==> src/rtl/id_ex_pipe_reg.sv <==
// ID/EX pipeline register: holds the decode-stage control groups and operands for one cycle.
// Optional bubble input `flush` exists only when ID_EX_FLUSH_EN is defined.
module id_ex_pipe_reg #(
    parameter int DATA_W = 32,
    parameter int REG_W  = 5,
    parameter int WB_W   = 2,
    parameter int M_W    = 3,
    parameter int EX_W   = 4
) (
    input  logic              clk,
    input  logic              rst,
`ifdef ID_EX_FLUSH_EN
    input  logic              flush,
`endif
    input  logic [WB_W-1:0]   ctlwb_out,
    input  logic [M_W-1:0]    ctlm_out,
    input  logic [EX_W-1:0]   ctlex_out,
    input  logic [DATA_W-1:0] npc,
    input  logic [DATA_W-1:0] readdat1,
    input  logic [DATA_W-1:0] readdat2,
    input  logic [DATA_W-1:0] signext_out,
    input  logic [REG_W-1:0]  instr_2016,
    input  logic [REG_W-1:0]  instr_1511,
    output logic [WB_W-1:0]   wb_ctlout,
    output logic [M_W-1:0]    m_ctlout,
    output logic [EX_W-1:0]   ex_ctlout,
    output logic [DATA_W-1:0] npcout,
    output logic [DATA_W-1:0] rdata1out,
    output logic [DATA_W-1:0] rdata2out,
    output logic [DATA_W-1:0] s_extendout,
    output logic [REG_W-1:0]  instrout_2016,
    output logic [REG_W-1:0]  instrout_1511
);

    // Bubble request: zeroing only the control groups turns the instruction into a NOP
    // while the operand fields still advance.
    logic bubble;

`ifdef ID_EX_FLUSH_EN
    assign bubble = flush;
`else
    assign bubble = 1'b0;
`endif

    // NOTE: sequential state uses non-blocking assignments so every register samples
    // the pre-edge values; the async reset clears the whole stage to a NOP bubble.
    always_ff @(posedge clk or posedge rst) begin
        if (rst) begin
            wb_ctlout <= '0;
            m_ctlout  <= '0;
            ex_ctlout <= '0;
        end else if (bubble) begin
            wb_ctlout <= '0;
            m_ctlout  <= '0;
            ex_ctlout <= '0;
        end else begin
            wb_ctlout <= ctlwb_out;
            m_ctlout  <= ctlm_out;
            ex_ctlout <= ctlex_out;
        end
    end

    always_ff @(posedge clk or posedge rst) begin
        if (rst) begin
            npcout        <= '0;
            rdata1out     <= '0;
            rdata2out     <= '0;
            s_extendout   <= '0;
            instrout_2016 <= '0;
            instrout_1511 <= '0;
        end else begin
            npcout        <= npc;
            rdata1out     <= readdat1;
            rdata2out     <= readdat2;
            s_extendout   <= signext_out;
            instrout_2016 <= instr_2016;
            instrout_1511 <= instr_1511;
        end
    end

endmodule

==> config.mk <==
export PLATFORM = sky130hd
export DESIGN_NAME = id_ex_pipe_reg
export DESIGN_NICKNAME = d
export VERILOG_FILES = /design/src/rtl/id_ex_pipe_reg.sv
export SDC_FILE = /design/constraint.sdc
export NUM_CORES = 1
export LEC_CHECK = 0
export CORE_MARGIN = 10
export CORE_UTILIZATION = 36
export CTS_BUF_LIST = sky130_fd_sc_hd__clkbuf_8
export DETAILED_ROUTE_END_ITERATION = 7
export PLACE_DENSITY = 0.85
export SETUP_SLACK_MARGIN = 0.5
export SLEW_MARGIN = 40
export SYNTH_ARGS = -nofsm -noshare
export SYNTH_HDL_FRONTEND = slang
export SYNTH_SLANG_ARGS = --single-unit
==> constraint.sdc <==
create_clock -name clk -period 7.5 [get_ports clk]
set_input_delay 0.75 -clock clk [delete_from_list [all_inputs] [get_ports clk]]
set_output_delay 0.75 -clock clk [all_outputs]
set_load 0.02 [all_outputs]
==> results.txt, run 1 <==
Die Span X: 121 µm
dpl cell area: 6820 µm²
via/cell ratio: 4.08
final-report hold violation count: 0
vias in the first global route: 2,984
Post-DP HPWL: 10,500 µm
CP startpoint kind: flop
H-Tree Depth: 4
max incr delay on CP: 0.65 ns
drt total wl: 13,000 µm
Critical Path, Cell by Cell: clkdlybuf4s50_1
clock tree buffer depth: 2
gr ovfl total: 0
Slew HR: 53.5%
Yosys cell types: 2
Multi-input gate area: 0 µm²
crit path time final: 2.18 ns
hold buffer count at cts: 0
# nets final: 612
Routed WL per cell: 21.2 µm
core area: 9860 µm²
P&R area growth vs syn: 96.9%
Layout fillers: 582
Clock Pin Slew Worst Setup and Hold Paths: 0.08 ns
Net Sw Frac: 22.5%
pwr/cell area: 238 nW/µm²
FF+latch count, synth: 147
Initial Util: 37.3%
Comb pwr share: 13.6%
MaxCap Viol Count: 0
Syn Inst Count: 148
Total Power: 1.73 mW
die area: 14,700 µm²
dpl ws: 5.07 ns
Synth Cell Area: 3680 µm²
CTS Sinks: 147
Std-Cell Rows: 36
type of the worst setup path: reg -> out
Reg power frac: 48.8%
status: completed
Arrival @ worst endpoint: 1.43 ns
PostCTS Resize Cnt: 0
RePlAce Congestion: 0.756
Root Buffer: clkbuf_8
Sw Pwr: 0.389 mW
Worst path slowest cell: clkdlybuf4s50_1
detailed-route via count: 2,489
I/O pins: 296
yosys warns: 0
layout cell share with drive strength beyond 1: 6.51%
Mean Syn Cell Area: 24.9 µm²
critical path peak fanout: 1
drt pass-1 iters: 3
Tcrit/Tclk final: 29.1%
CP delay by family, top: buffers and inverters
total negative slack: 0 ns
Setup crit end kind: output port
Buf/Inv on CP: 1
RSZ-0062 raised after global routing: no
initial antenna violation count: 1
die height: 121 µm
Post-Syn Nets: 297
Placed Cells: 577
post-route cell area: 7250 µm²
post-CTS setup buffer count: 0
CTS Buf Count: 17
CP required: 6.75 ns
largest net degree at the start of global routing: 92
post-route ant nets: 0
Pleak: 3.10 nW
Iter 0 DRT Violations: 131
Final WS setup: 5.32 ns
IR drop worst, VDD: 137 µV
GRT Total Usage: 17.7%
worst min path class: in -> async
clock power share: 37.6%
CTS tree: yes
sequential cell area: 3680 µm²
Fmax: 0.459 GHz
Remaining DRCs: 0
final setup vio count: 0
internal power: 1.34 mW
Final Slew Violations: 0
Non-Filler Instances: 610
port bufs: 295
#MultiIn Comb: 0
Worst-Margin Slew: 0.697 ns
first-pass GRT wire length: 18,700 µm
sequential share of the synthesized area: 99.9%
==> power groups by stage <==
stage          logic, mW  registers (mW)  clock network (mW)
2_1_floorplan     0.0115           0.912                   0
3_3_place_gp       0.234           0.856                   0
3_5_place_dp       0.238           0.859                   0
4_1_cts            0.240           0.844               0.667
5_1_grt            0.247           0.847               0.703
6_report           0.235           0.843               0.651
==> through the flow <==
stage | hold WS, ns | util [%]
after floorplan | 0.781 | -
after global placement | 1.19 | 69.1
after detailed placement | 1.20 | 69.1
after CTS | 0.720 | 73.5
after global routing | 0.719 | 73.5
final | 0.747 | 73.5
==> cells in the mapped netlist <==
library cell | number | share of area, %
inv_1 | 1 | 0.10
dfrtp_1 | 147 | 100
==> path summary, 6_finish.rpt <==
| path | from | to | slack [ns] | depth (start not counted) |
|---|---|---|---|---|
| setup / recovery | rdata1out[6] | rdata1out[6] | 5.32 | 1 |
| hold / removal | rst | wb_ctlout[1] | 0.75 | 2 |
| max in group asynchronous | rst | s_extendout[6] | 5.61 | 3 |
| min in group clk | signext_out[26] | s_extendout[26] | 0.75 | 1 |
==> final cells by class <==
cell class	count	area share, %
Inverter	1	0.121
Clock inverter	13	2.30
Antenna cell	1	0.0345
Clock buffer	19	3.61
Timing Repair Buffer	296	40.9
Sequential cell	147	50.7
Tap cell	133	2.30
==> sequential cells by signal, indices dropped and copies added, names as in the netlist <==
name	cells
rdata2out	32
rdata1out	32
ex_ctlout	4
s_extendout	32
wb_ctlout	2
npcout	32
m_ctlout	3
instrout_2016	5
instrout_1511	5
==> layout by cell type (no fill, tap or decap), drive strengths merged <==
cell type,instances
clkdlybuf4s50,295
clkbuf,20
clkinv,4
inv,4
clkinvlp,2
diode,1
dfrtp,147
bufinv,4
==> layer usage <==
metal	global-route usage [%]	wire, µm	vias to the layer above
met5	0	0	-
met4	7.45	258	0
met3	10.5	1610	18
met2	31.8	7290	160
met1	15.6	3790	1226
li1	-	-	1085
==> cell families (layout without fill, tap and decap cells) <==
kind of cell           Yosys count  after routing  synth area share, %
other                            0              1                    0
flip-flops                     147            147                 99.9
buffers and inverters            1            329                0.102
No activity file was read; power rests on OpenSTA's default activity.
==> inputs of run 2 (changes only) <==
--- a/config.mk
+++ b/config.mk
@@ -6,10 +6,10 @@
 export NUM_CORES = 1
 export LEC_CHECK = 0
 export CORE_MARGIN = 10
-export CORE_UTILIZATION = 36
+export CORE_UTILIZATION = 33
 export CTS_BUF_LIST = sky130_fd_sc_hd__clkbuf_8
 export DETAILED_ROUTE_END_ITERATION = 7
-export PLACE_DENSITY = 0.85
+export PLACE_DENSITY = 0.79
 export SETUP_SLACK_MARGIN = 0.5
 export SLEW_MARGIN = 40
 export SYNTH_ARGS = -nofsm -noshare
==> constraint.sdc (replaced) <==
create_clock -name clk -period 2.2 [get_ports clk]
set_input_delay 0.22 -clock clk [delete_from_list [all_inputs] [get_ports clk]]
set_output_delay 0.22 -clock clk [all_outputs]
set_load 0.02 [all_outputs]
==> run 2 against run 1 <==
Sequential cell count unchanged. Non-clock buffer count increased by 3. Power increased to 3.4 times the previous value. Wire length decreased by 0.72%. Critical path depth unchanged. Cell count increased by 1.5%. Via count increased by 0.60%. Sequential share of layout area decreased by 0.39 points.
==> results.txt, run 2 (synthesized netlist as in run 1, its figures left out) <==
status: completed
commonest non-fill, non-tap cell in the layout: clkdlybuf4s50_1
Post-DP HPWL: 10,700 µm (+2.1%)
final core utilization: 67.1% (-6.4 points)
die area: 15,800 µm² (+7.6%)
CTS Sinks: 147 (unchanged)
Final WS setup: 0.583 ns (-4.74 ns)
sequential cell area: 3680 µm² (unchanged)
layout cell share with drive strength beyond 1: 7.31% (+0.79 points)
RSZ-0062 raised after global routing: no
Setup crit end kind: output port
PostCTS Resize Cnt: 0 (unchanged)
vias in the first global route: 3,008 (+0.80%)
hold buffer count at cts: 0 (unchanged)
Critical Path, Cell by Cell: clkdlybuf4s50_1
CTS Buf Count: 17 (unchanged)
post-route ant nets: 0 (unchanged)
#MultiIn Comb: 0 (unchanged)
Pleak: 3.13 nW (+0.95%)
Min Hold Slack: 0.201 ns (-0.547 ns)
Antenna Cells: 0 (-1)
detailed-route via count: 2,504 (+0.60%)
via/cell ratio: 4.05 (-0.86%)
Placed Cells: 587 (+1.7%)
CP required: 1.98 ns (-4.77 ns)
IR drop worst, VDD: 533 µV (+290%)
Std-Cell Rows: 38 (+5.6%)
Clock Pin Slew Worst Setup and Hold Paths: 0.07 ns (about the same)
dpl ws: 0.847 ns (-4.22 ns)
Initial Util: 33.8% (-3.5 points)
# nets final: 615 (+0.49%)
Tcrit/Tclk final: 73.5%
CTS tree: yes
die height: 126 µm (+3.7%)
Multi-input gate area: 0 µm² (unchanged)
RePlAce Congestion: 0.756 (about the same)
drt total wl: 12,900 µm (-0.72%)
drt pass-1 iters: 5 (+2)
Fmax: 0.618 GHz
clock tree buffer depth: 2 (unchanged)
Routed WL per cell: 20.8 µm (-2.2%)
port bufs: 295 (unchanged)
largest net degree at the start of global routing: 58 (-37%)
Final Slew Violations: 0 (unchanged)
gr ovfl total: 0 (unchanged)
critical path peak fanout: 1 (unchanged)
Layout fillers: 779 (+34%)
commonest non-fill, non-tap cells in the layout: clkdlybuf4s50_1, dfrtp_1, clkbuf_8
CP delay by family, top: buffers and inverters
max incr delay on CP: 0.64 ns (about the same)
type of the worst setup path: reg -> out
Slew HR: 62.0% (+8.5 points)
crit path time final: 1.62 ns
H-Tree Depth: 4 (unchanged)
CP startpoint kind: flop
final-report hold violation count: 0 (unchanged)
Non-Filler Instances: 619 (+1.5%)
Die Span X: 126 µm (+3.7%)
Buf/Inv on CP: 1 (unchanged)
total negative slack: 0 ns (unchanged)
post-CTS setup buffer count: 0 (unchanged)
pwr/cell area: 798 nW/µm² (+230%)
Worst-Margin Slew: 0.569 ns (-0.128 ns)
MaxCap Viol Count: 0 (unchanged)
Arrival @ worst endpoint: 1.40 ns (-0.03 ns)
I/O pins: 296 (unchanged)
final setup vio count: 0 (unchanged)
P&R area growth vs syn: 98.4%
core area: 10,900 µm² (+10%)
Iter 0 DRT Violations: 85 (-35%)
worst min path class: in -> async
initial antenna violation count: 0 (-1)
Worst path slowest cell: clkdlybuf4s50_1
first-pass GRT wire length: 18,900 µm (+1.3%)
Root Buffer: clkbuf_8
GRT Total Usage: 16.2% (-1.5 points)
Remaining DRCs: 0 (unchanged)
-- run 2: cell count changes in the layout (fill, tap and decap cells not counted), sizes merged --
cell           previous run  this run
diode                     1         0
dlymetal6s2s              0         1
clkdlybuf4s50           295       294
inv                       4         2
buf                       0         4
clkbuf                   20        21
bufinv                    4         3
clkinv                    4         5
-- run 2: power by group --
part	switching (mW)	internal, mW	total [mW]
clock network	0.916	1.23	2.15
logic	0.345	0.468	0.813
registers	0.0381	2.84	2.87
total	1.30	4.53	5.83
-- run 2: path summary, 6_finish.rpt --
| kind | to | slack (ns) | start | depth (start not counted) |
|---|---|---|---|---|
| setup / recovery | rdata1out[18] | 0.58 | rdata1out[18] | 1 |
| hold / removal | s_extendout[14] | 0.20 | rst | 2 |
| max in group asynchronous | rdata1out[16] | 1.34 | rst | 3 |
| min in group clk | npcout[10] | 0.23 | npc[10] | 1 |
-- run 2: cell type report --
type / count / share of cell area, %
Sequential cell: 147 / 50.3
Timing Repair Buffer: 299 / 41.4
Clock buffer: 21 / 3.96
Tap cell: 140 / 2.40
Clock inverter: 11 / 1.83
Inverter: 1 / 0.103
-- run 2: stage by stage --
stage	power (mW)	area, µm²
final	5.83	7310
after global routing	6.08	7310
after CTS	5.93	7300
after detailed placement	3.76	6880
after global placement	3.73	6880
after floorplan	3.15	3690
-- run 2: layer usage --
layer | wire [µm] | track usage [%] | vias up
met3 | 1210 | 8.05 | 20
met5 | 0 | 0 | -
met4 | 271 | 6.50 | 0
met2 | 7470 | 30.6 | 145
li1 | - | - | 1090
met1 | 3910 | 14.0 | 1249
==> inputs of run 3 (changes only) <==
==> constraint.sdc (replaced) <==
create_clock -name clk -period 1.6 [get_ports clk]
set_input_delay 0.16 -clock clk [delete_from_list [all_inputs] [get_ports clk]]
set_output_delay 0.16 -clock clk [all_outputs]
set_load 0.02 [all_outputs]
==> run 3 against run 2 <==
Clock power is 15% higher. Sequential share of layout area shrank 0.59 points. Largest power group unchanged. Sequential power grew 39%. Critical path type unchanged. Global-route usage up 0.55 points. Largest cell class unchanged.
==> results.txt, run 3 (synthesized netlist as in run 1, its figures left out) <==
status: completed
Reg power frac: 52.5% (+3.2 points)
vias in the first global route: 2,911 (-3.2%)
#MultiIn Comb: 0 (unchanged)
commonest non-fill, non-tap cells in the layout: clkdlybuf4s50_1, dfrtp_1, buf_6
Routed WL per cell: 21.1 µm (+1.5%)
type of the worst setup path: reg -> out
CTS Buf Count: 17 (unchanged)
Clock Pin Slew Worst Setup and Hold Paths: 0.07 ns (about the same)
final core utilization: 67.9% (+0.79 points)
Slew HR: 76.0% (+14 points)
Pleak: 3.41 nW (+8.8%)
IR drop worst, VDD: 834 µV (+56%)
RSZ-0062 raised after global routing: yes
clock power share: 32.4% (-4.4 points)
core area: 10,900 µm² (unchanged)
port bufs: 295 (unchanged)
# nets final: 615 (unchanged)
Arrival @ worst endpoint: 0.98 ns (-0.42 ns)
Critical Path, Cell by Cell: buf_6
worst min path class: in -> async
Worst path slowest cell: dfrtp_1
hold buffer count at cts: 0 (unchanged)
H-Tree Depth: 4 (unchanged)
Sw Pwr: 1.78 mW (+37%)
CP startpoint kind: flop
Setup crit end kind: output port
critical path peak fanout: 1 (unchanged)
Buf/Inv on CP: 1 (unchanged)
Min Hold Slack: 0.0636 ns (-0.137 ns)
pwr/cell area: 1030 nW/µm² (+29%)
Post-DP HPWL: 10,800 µm (+0.80%)
Initial Util: 33.8% (unchanged)
Remaining DRCs: 0 (unchanged)
commonest non-fill, non-tap cell in the layout: clkdlybuf4s50_1
drt total wl: 13,000 µm (+1.3%)
PostCTS Resize Cnt: 888 (+888)
Comb pwr share: 15.1% (+1.2 points)
max incr delay on CP: 0.41 ns (-0.23 ns)
first-pass GRT wire length: 19,300 µm (+1.7%)
layout cell share with drive strength beyond 1: 36.8% (+30 points)
gr ovfl total: 0 (unchanged)
internal power: 5.83 mW (+29%)
Iter 0 DRT Violations: 126 (+48%)
GRT Total Usage: 16.7% (+0.55 points)
Net Sw Frac: 23.4% (+1.1 points)
Final Slew Violations: 0 (unchanged)
I/O pins: 296 (unchanged)
final setup vio count: 0 (unchanged)
CTS tree: yes
crit path time final: 1.14 ns
post-CTS setup buffer count: 0 (unchanged)
sequential cell area: 3680 µm² (unchanged)
RePlAce Congestion: 0.835 (+11%)
Multi-input gate area: 0 µm² (unchanged)
largest net degree at the start of global routing: 64 (+10%)
CP delay by family, top: flip-flops
MaxCap Viol Count: 0 (unchanged)
final-report hold violation count: 0 (unchanged)
Fmax: 0.873 GHz
detailed-route via count: 2,462 (-1.7%)
Total Power: 7.62 mW (+31%)
Std-Cell Rows: 38 (unchanged)
post-route ant nets: 0 (unchanged)
clock tree buffer depth: 2 (unchanged)
Worst-Margin Slew: 0.360 ns (-0.209 ns)
Root Buffer: clkbuf_8
Tcrit/Tclk final: 71.6%
Layout fillers: 720 (-7.6%)
CTS Sinks: 147 (unchanged)
drt pass-1 iters: 4 (-1)
die area: 15,800 µm² (unchanged)
Die Span X: 126 µm (unchanged)
Antenna Cells: 0 (unchanged)
via/cell ratio: 3.98 (-1.5%)
P&R area growth vs syn: 101%
CP required: 1.44 ns (-0.54 ns)
die height: 126 µm (unchanged)
initial antenna violation count: 0 (unchanged)
run 3: changes by cell type in the layout (fill, tap and decap cells not counted), sizes merged:
cell           before  now
buf                 4  151
bufinv              3    1
dlymetal6s2s        1    0
clkinv              5    3
clkdlybuf4s50     294  148
clkbuf             21   19
inv                 2    7
run 3: worst max-delay path by stage:
stage	from	to	slack [ns]	cells after the start
after floorplan	rst	ex_ctlout[0]	-0.41	1
after global placement	rst	rdata1out[27]	0.47	3
after detailed placement	rst	npcout[20]	0.44	3
after CTS	npcout[18]	npcout[18]	0.42	1
after global routing	npcout[18]	npcout[18]	0.39	1
final	npcout[18]	npcout[18]	0.46	1
run 3: power by group through the flow:
| stage | Combinational, mW | Sequential (mW) | Clock [mW] |
|---|---|---|---|
| after CTS | 1.17 | 4.00 | 2.57 |
| after floorplan | 0.0545 | 4.28 | 0 |
| final | 1.15 | 4.00 | 2.47 |
| after global placement | 1.12 | 4.02 | 0 |
| after global routing | 1.21 | 4.01 | 2.74 |
| after detailed placement | 1.13 | 4.03 | 0 |
run 3: layer usage:
metal	up-vias	track usage (%)	wire (µm)
met5	-	0	0
met4	0	5.42	228
met3	17	9.40	1310
met2	140	31.4	7570
met1	1216	14.5	3930
li1	1089	-	-
run 3: layout make-up:
cell class              count  area share [%]
flip-flops and latches    147            49.8
repair buffers            299            43.2
clock buffers              19            3.54
well taps                 140            2.37
clock inverters            12            1.07
inverters                   1           0.102
run 3: metrics by stage:
| step | std cells | setup slack [ns] | cell area [µm²] | TNS [ns] |
|---|---|---|---|---|
| after floorplan | 148 | -0.407 | 3690 | -59.83 |
| after global placement | 587 | 0.469 | 6870 | 0 |
| after detailed placement | 587 | 0.436 | 6870 | 0 |
| after CTS | 618 | 0.423 | 7390 | 0 |
| after global routing | 618 | 0.392 | 7390 | 0 |
| final | 618 | 0.455 | 7390 | 0 |
==> RTL change 1, RTL diff (settings of run 2) <==
Make the reset (`rst`) synchronous in 2 clocked blocks. Comments in the files are not updated.
--- a/src/rtl/id_ex_pipe_reg.sv
+++ b/src/rtl/id_ex_pipe_reg.sv
@@ -44,7 +44,7 @@
 
     // NOTE: sequential state uses non-blocking assignments so every register samples
     // the pre-edge values; the async reset clears the whole stage to a NOP bubble.
-    always_ff @(posedge clk or posedge rst) begin
+    always_ff @(posedge clk) begin
         if (rst) begin
             wb_ctlout <= '0;
             m_ctlout  <= '0;
@@ -60,7 +60,7 @@
         end
     end
 
-    always_ff @(posedge clk or posedge rst) begin
+    always_ff @(posedge clk) begin
         if (rst) begin
             npcout        <= '0;
             rdata1out     <= '0;
Check against the original RTL: differs if rst is asserted again (counterexample within 4 cycles, from zero or initial values and one cycle with rst high); with rst held inactive, the same outputs for 10 cycles.
==> RTL change 1 against run 2 <==
Worst setup slack got worse by 4.4 ps. Die area increased by 6.1%. Count of clock-buffer cells in the layout down 4. Non-clock buffer count fell by 1. Synthesized area grew 7.3%. Largest cell class is now non-clock buffers. Routed wire length rose by 6.3%. Cell area grew 1.6%. Total power fell by 1.4%. Sequential cell count unchanged.
==> RTL change 1: results (changes against run 2) <==
** Outcome
- The run finished with clean final reports.

** Worst setup path
- Grouping stages by cell kind, the critical path spends the most delay in buffers and inverters.
- Maximum fanout count along the critical path :: 1 (unchanged)
- The largest individual stage delay along the critical path comes from the cell sky130_fd_sc_hd__clkdlybuf4s50_1.
- The largest stage delay on the critical path is 620 ps (-20 ps).
- The arrival time of data at the critical path endpoint came to 1400 ps (about the same).

** Synth
- The proportion of synthesized chip area in sequential cells is 74.5% (-25 points).
- Total nets after synthesis :: 459 (+55%)
- Adder-Cell Fraction of Synth Area :: 0% (unchanged)
- The Yosys warning count was 0 (unchanged).
- After synthesis, the most frequently instantiated cells are sky130_fd_sc_hd__dfxtp_1, sky130_fd_sc_hd__nor2b_1, sky130_fd_sc_hd__buf_2.
- The fraction of the mapped netlist area in compound gates is 0% (unchanged).
- Cell types occupying the most area after synthesis :: sky130_fd_sc_hd__dfxtp_1, sky130_fd_sc_hd__nor2b_1, sky130_fd_sc_hd__buf_2
- The average cell area after synthesis came to 12.7 um2 (-49%).
- The async set or reset register ratio after synthesis came to 0% (-100 points).
- The number of different library cells in the post-synthesis netlist is 4 (+2).
- Leading register cell type out of synthesis :: sky130_fd_sc_hd__dfxtp_1
- The XOR/XNOR share of the synthesized area is 0% (unchanged).
- The portion of netlist area occupied by mux cells is 0% (unchanged).

** Cells and area
- The final-stage net count came to 760 (+24%).
- The filler cell count is 872 (+12%).
- Count of inserted antenna diode cells :: 0 (unchanged)
- Share of post-route cells with drive strength above 1 :: 4.98% (-2.3 points)

** Pwr
- Switch share :: 23.1% (+0.80 points)
- Cell leakage power :: 2.88 nW (-8.0%)
- The maximum ir drop on the vdd rail came to 567 uV (+6.4%).

** Worst hold path
- Hold Path Stages :: 2
- Hold Path Class :: in -> reg

** Placed design
- The number of cells after detailed placement came to 735 (+25%).
- Routability cong. :: 0.779 (+3.0%)
- Post-detailed-placement half-perimeter wirelength :: 11200 um (+4.7%)
- Placed cell areas :: 7040 um2 (+2.3%)
- Number of buffers added on ports :: 295 (unchanged)

** Clock tree
- Buffers inserted during post-CTS setup optimization :: 0 (unchanged)
- The clock slew at the register clock pins of the worst setup and hold paths came to 70 ps (about the same).
- The cell sitting at the root of the clock tree is a sky130_fd_sc_hd__clkbuf_8.
- CTS-repair resized insts :: 0 (unchanged)
- Buffer depth of the longest clock path :: 2 (unchanged)
- Number of buffers created by CTS :: 17 (unchanged)
- The number of H-tree levels was 4 (unchanged).

** Global routing
- Maximum number of pins on one net before global-route repair :: 50 (-14%)
- Number of global-route vias before repair :: 3338 (+11%)
- Initial antenna violation count :: 0 (unchanged)
- The global-route total usage across every layer is 15.6% (-0.57 points).
- First-pass GRT wire length :: 19300 um (+2.0%)

** Timing
- The max-slew headroom at the worst pin was 66.8% (+4.8 points).
- The number of hold-slack violations in the final timing report is 0 (unchanged).

** Detailed routing
- Per-cell routed wire length :: 17.8 um (-14%)
- The final wirelength came to 13700 um (+6.3%).
- Iteration-0 DRC count of the detailed router :: 87 (+2.4%)
- First-pass iteration count of the detailed router :: 4 (-1)
- The detail-routed via count per cell is 4.06 (+0.40%).
-- RTL change 1: changes by cell type in the layout (fill, tap and decap cells not counted), sizes merged --
| cell | run 2 | this run |
|---|---|---|
| nor2b | 0 | 147 |
| inv | 2 | 4 |
| clkinv | 5 | 3 |
| dfxtp | 0 | 147 |
| clkinvlp | 2 | 4 |
| dlymetal6s2s | 1 | 0 |
| clkbuf | 21 | 17 |
| dfrtp | 147 | 0 |
-- RTL change 1: power groups by stage --
stage | sequential, mW | clock, mW | combinational [mW]
final | 2.84 | 2.02 | 0.887
after global routing | 2.85 | 2.19 | 0.936
after CTS | 2.84 | 2.08 | 0.901
after floorplan | 3.09 | 0 | 0.126
after global placement | 2.90 | 0 | 0.886
after detailed placement | 2.90 | 0 | 0.896
-- RTL change 1: final cells by class --
type	instances	area, um2	share of cell area (%)
flip-flops and latches	147	2940	39.6
clock buffers	17	234	3.15
clock inverters	14	150	2.02
well taps	143	179	2.41
repair buffers	298	3000	40.4
multi-input cells	147	920	12.4
-- RTL change 1: metrics by stage --
stage	util [%]	hold WS (ps)	setup slack [ps]	power, mW
after floorplan	-	348	1490	3.21
after global placement	60.9	680	1020	3.78
after detailed placement	60.9	693	976	3.80
after CTS	64.2	217	528	5.82
after global routing	64.2	239	513	5.97
final	64.2	250	578	5.75
-- RTL change 1: worst paths after layout --
kind | from | endpoint | slack [ps]
worst max-delay path | npcout[5] | npcout[5] | 580
worst min-delay path | rst | npcout[13] | 250
-- RTL change 1: cell families (layout without fill, tap and decap cells) --
kind of cell | count (synthesis) | after routing
flip-flops | 147 | 147
AND/OR/NAND/NOR | 147 | 147
buffers and inverters | 16 | 329
-- RTL change 1: per-layer routing --
layer | up-vias | track usage (%) | share of wire [%]
li1 | 1529 | - | -
met4 | 0 | 6.89 | 1.8
met5 | - | 0 | 0
met3 | 16 | 8.85 | 13
met1 | 1400 | 13.6 | 32
met2 | 166 | 28.5 | 54
==> RTL change 2, RTL diff (settings of run 2) <==
Made on the original files. Set the parameter `EX_W` to 6 (it was 4).
--- a/src/rtl/id_ex_pipe_reg.sv
+++ b/src/rtl/id_ex_pipe_reg.sv
@@ -5,7 +5,7 @@
     parameter int REG_W  = 5,
     parameter int WB_W   = 2,
     parameter int M_W    = 3,
-    parameter int EX_W   = 4
+    parameter int EX_W   = 6
 ) (
     input  logic              clk,
     input  logic              rst,
Interface: changed (resized ctlex_out and ex_ctlout); port bits go from 296 to 300. The function was not compared with the original's and may differ.
==> RTL change 2 against run 2 <==
Cell count up 0.65%. Sequential cell count increased by 2. Maximum frequency fell by 1.4%. Critical path depth unchanged. Largest cell class unchanged. Total power is 2.9% higher. Sequential power is 1% higher. Die area up 1.1%. Worst setup slack worse by 22 ps. Routed wire length increased by 5.6%. Cell area increased by 1.3%. Global-route usage up 0.72 points. Clock power is 6% higher. Synthesized area grew 1.4%.
==> RTL change 2: results (changes against run 2) <==
** Outcome
- Outcome :: finished, final reports clean

** Placed design
- The final weighted congestion of routability-driven global placement came to 0.756 (about the same).
- The total of buffers placed on input and output ports came to 299 (+1.4%).
- Setup slack at placement :: 1020 ps (+173 ps)
- Placed cell areas :: 6940 um2 (+0.91%)
- The detailed placer's ending HPWL is 11300 um (+5.4%).

** Detailed routing
- The DRC violation count after routing was 0 (unchanged).
- Sum of routed wire length over all layers :: 13600 um (+5.6%)
- First-pass iteration count of the detailed router :: 4 (-1)
- Total length of routed met2 wires :: 7450 um (-0.24%)
- Routed vias/inst :: 4.09 (+1.2%)
- Iteration-0 DRC count of the detailed router :: 99 (+16%)
- Uppermost layer routed :: met5
- The detailed-route wire length on metal 1 is 4130 um (+5.7%).
- The met3 wirelength from detailed routing was 1660 um (+37%).

** Pwr
- Switching component of the power :: 1.32 mW (+1.2%)
- Cell leakage power :: 3.21 nW (+2.3%)
- Peak ir drop on the vdd network :: 556 uV (+4.2%)

** Global routing
- The maximum number of pins on one net before global-route repair came to 94 (+62%).
- The number of global-route vias before repair is 3053 (+1.5%).
- Global-route met2 utilization :: 29.6% (-0.92 points)
- The met1 demand-to-capacity share in global routing is 14.4% (+0.42 points).
- First-pass GRT wire length :: 19400 um (+2.7%)
- The met3 track utilization from global routing was 11.2% (+3.1 points).
- GR Util All Layers :: 16.9% (+0.72 points)
- The initial antenna violation count came to 6 (+6).

** Clock tree
- CTS Root Cell :: sky130_fd_sc_hd__clkbuf_8
- The number of buffers inserted during clock tree synthesis is 17 (unchanged).
- The clock slew at the register clock pins of the worst setup and hold paths is 70 ps (about the same).
- Number of levels the H-tree was split into :: 4 (unchanged)

** Cells and area
- The final-stage net count came to 621 (+0.98%).
- The multi-input logic cell count was 0 (unchanged).
- The ratio of cells with drive above 1 in the final layout was 6.65% (-0.65 points).

** Synth
- The Yosys warning count came to 0 (unchanged).
- Most common library cells after synthesis :: sky130_fd_sc_hd__dfrtp_1, sky130_fd_sc_hd__inv_1
- Total nets after synthesis :: 301 (+1.3%)
- Leading register cell type out of synthesis :: sky130_fd_sc_hd__dfrtp_1
- Summed over all instances, the cell type with the most area after synthesis is sky130_fd_sc_hd__dfrtp_1.
- Sorting the synthesized cells by area gives the leading types as sky130_fd_sc_hd__dfrtp_1, sky130_fd_sc_hd__inv_1.
- Sequential area share after synthesis :: 99.9% (about the same)

** Worst hold path
- The min-delay analysis places its worst path in the category in -> reg.

** Worst setup path
- Among cell families on the critical path, the largest total delay comes from buffers and inverters.
- Maximum single-stage delay on the critical path :: 630 ps
- Crit path arrival time :: 1420 ps (+20 ps)
- The top fanout value on the critical path was 1 (unchanged).

** Timing
- The number of setup violations in the final report is 0 (unchanged).
- The pin slew with the least headroom to its limit is 470 ps (-99.2 ps).
-- RTL change 2: cell count changes after synthesis --
| cell | delta |
|---|---|
| sky130_fd_sc_hd__dfrtp_1 | +2 |
-- RTL change 2: cells by family after synthesis --
kind of cell	synth area share, %
buf+inv	0.100
flops	99.9
-- RTL change 2: final timing paths --
| check | endpoint | from | cells after the start | slack (ps) |
|---|---|---|---|---|
| hold / removal | rdata2out[2] | readdat2[2] | 1 | 210 |
| max in group asynchronous | rdata2out[14] | rst | 3 | 1550 |
| setup / recovery | instrout_2016[0] | instrout_2016[0] | 1 | 560 |
| min in group asynchronous | npcout[10] | rst | 3 | 230 |
-- RTL change 2: through the flow --
| step | power (mW) | hold slack (ps) | cells |
|---|---|---|---|
| after global routing | 6.24 | 165 | 622 |
| after floorplan | 3.19 | 251 | 150 |
| after detailed placement | 3.80 | 668 | 591 |
| after global placement | 3.78 | 664 | 591 |
| after CTS | 6.10 | 170 | 621 |
| final | 6.00 | 210 | 623 |
-- RTL change 2: final cells by class --
cell class	instances	area, um2
clock buffers	21	289
clock inverters	9	150
flip-flops and latches	149	3730
inverters	1	7.51
fillers	763	3530
repair buffers	301	3050
well taps	140	175
diodes	2	5.00
-- RTL change 2: power by group through the flow --
| stage | Sequential [mW] | Combinational [mW] | Clock [mW] |
|---|---|---|---|
| 2_1_floorplan | 3.15 | 0.0402 | 0 |
| 3_3_place_gp | 2.96 | 0.816 | 0 |
| 3_5_place_dp | 2.97 | 0.833 | 0 |
| 4_1_cts | 2.92 | 0.836 | 2.34 |
| 5_1_grt | 2.93 | 0.860 | 2.46 |
| 6_report | 2.91 | 0.817 | 2.27 |
-- RTL change 2: repair_timing --
action / in CTS / in global routing
setup endpoints to repair: 0 / 6
gates resized for setup: 0 / 6
endpoints found under the hold margin: 0 / 0
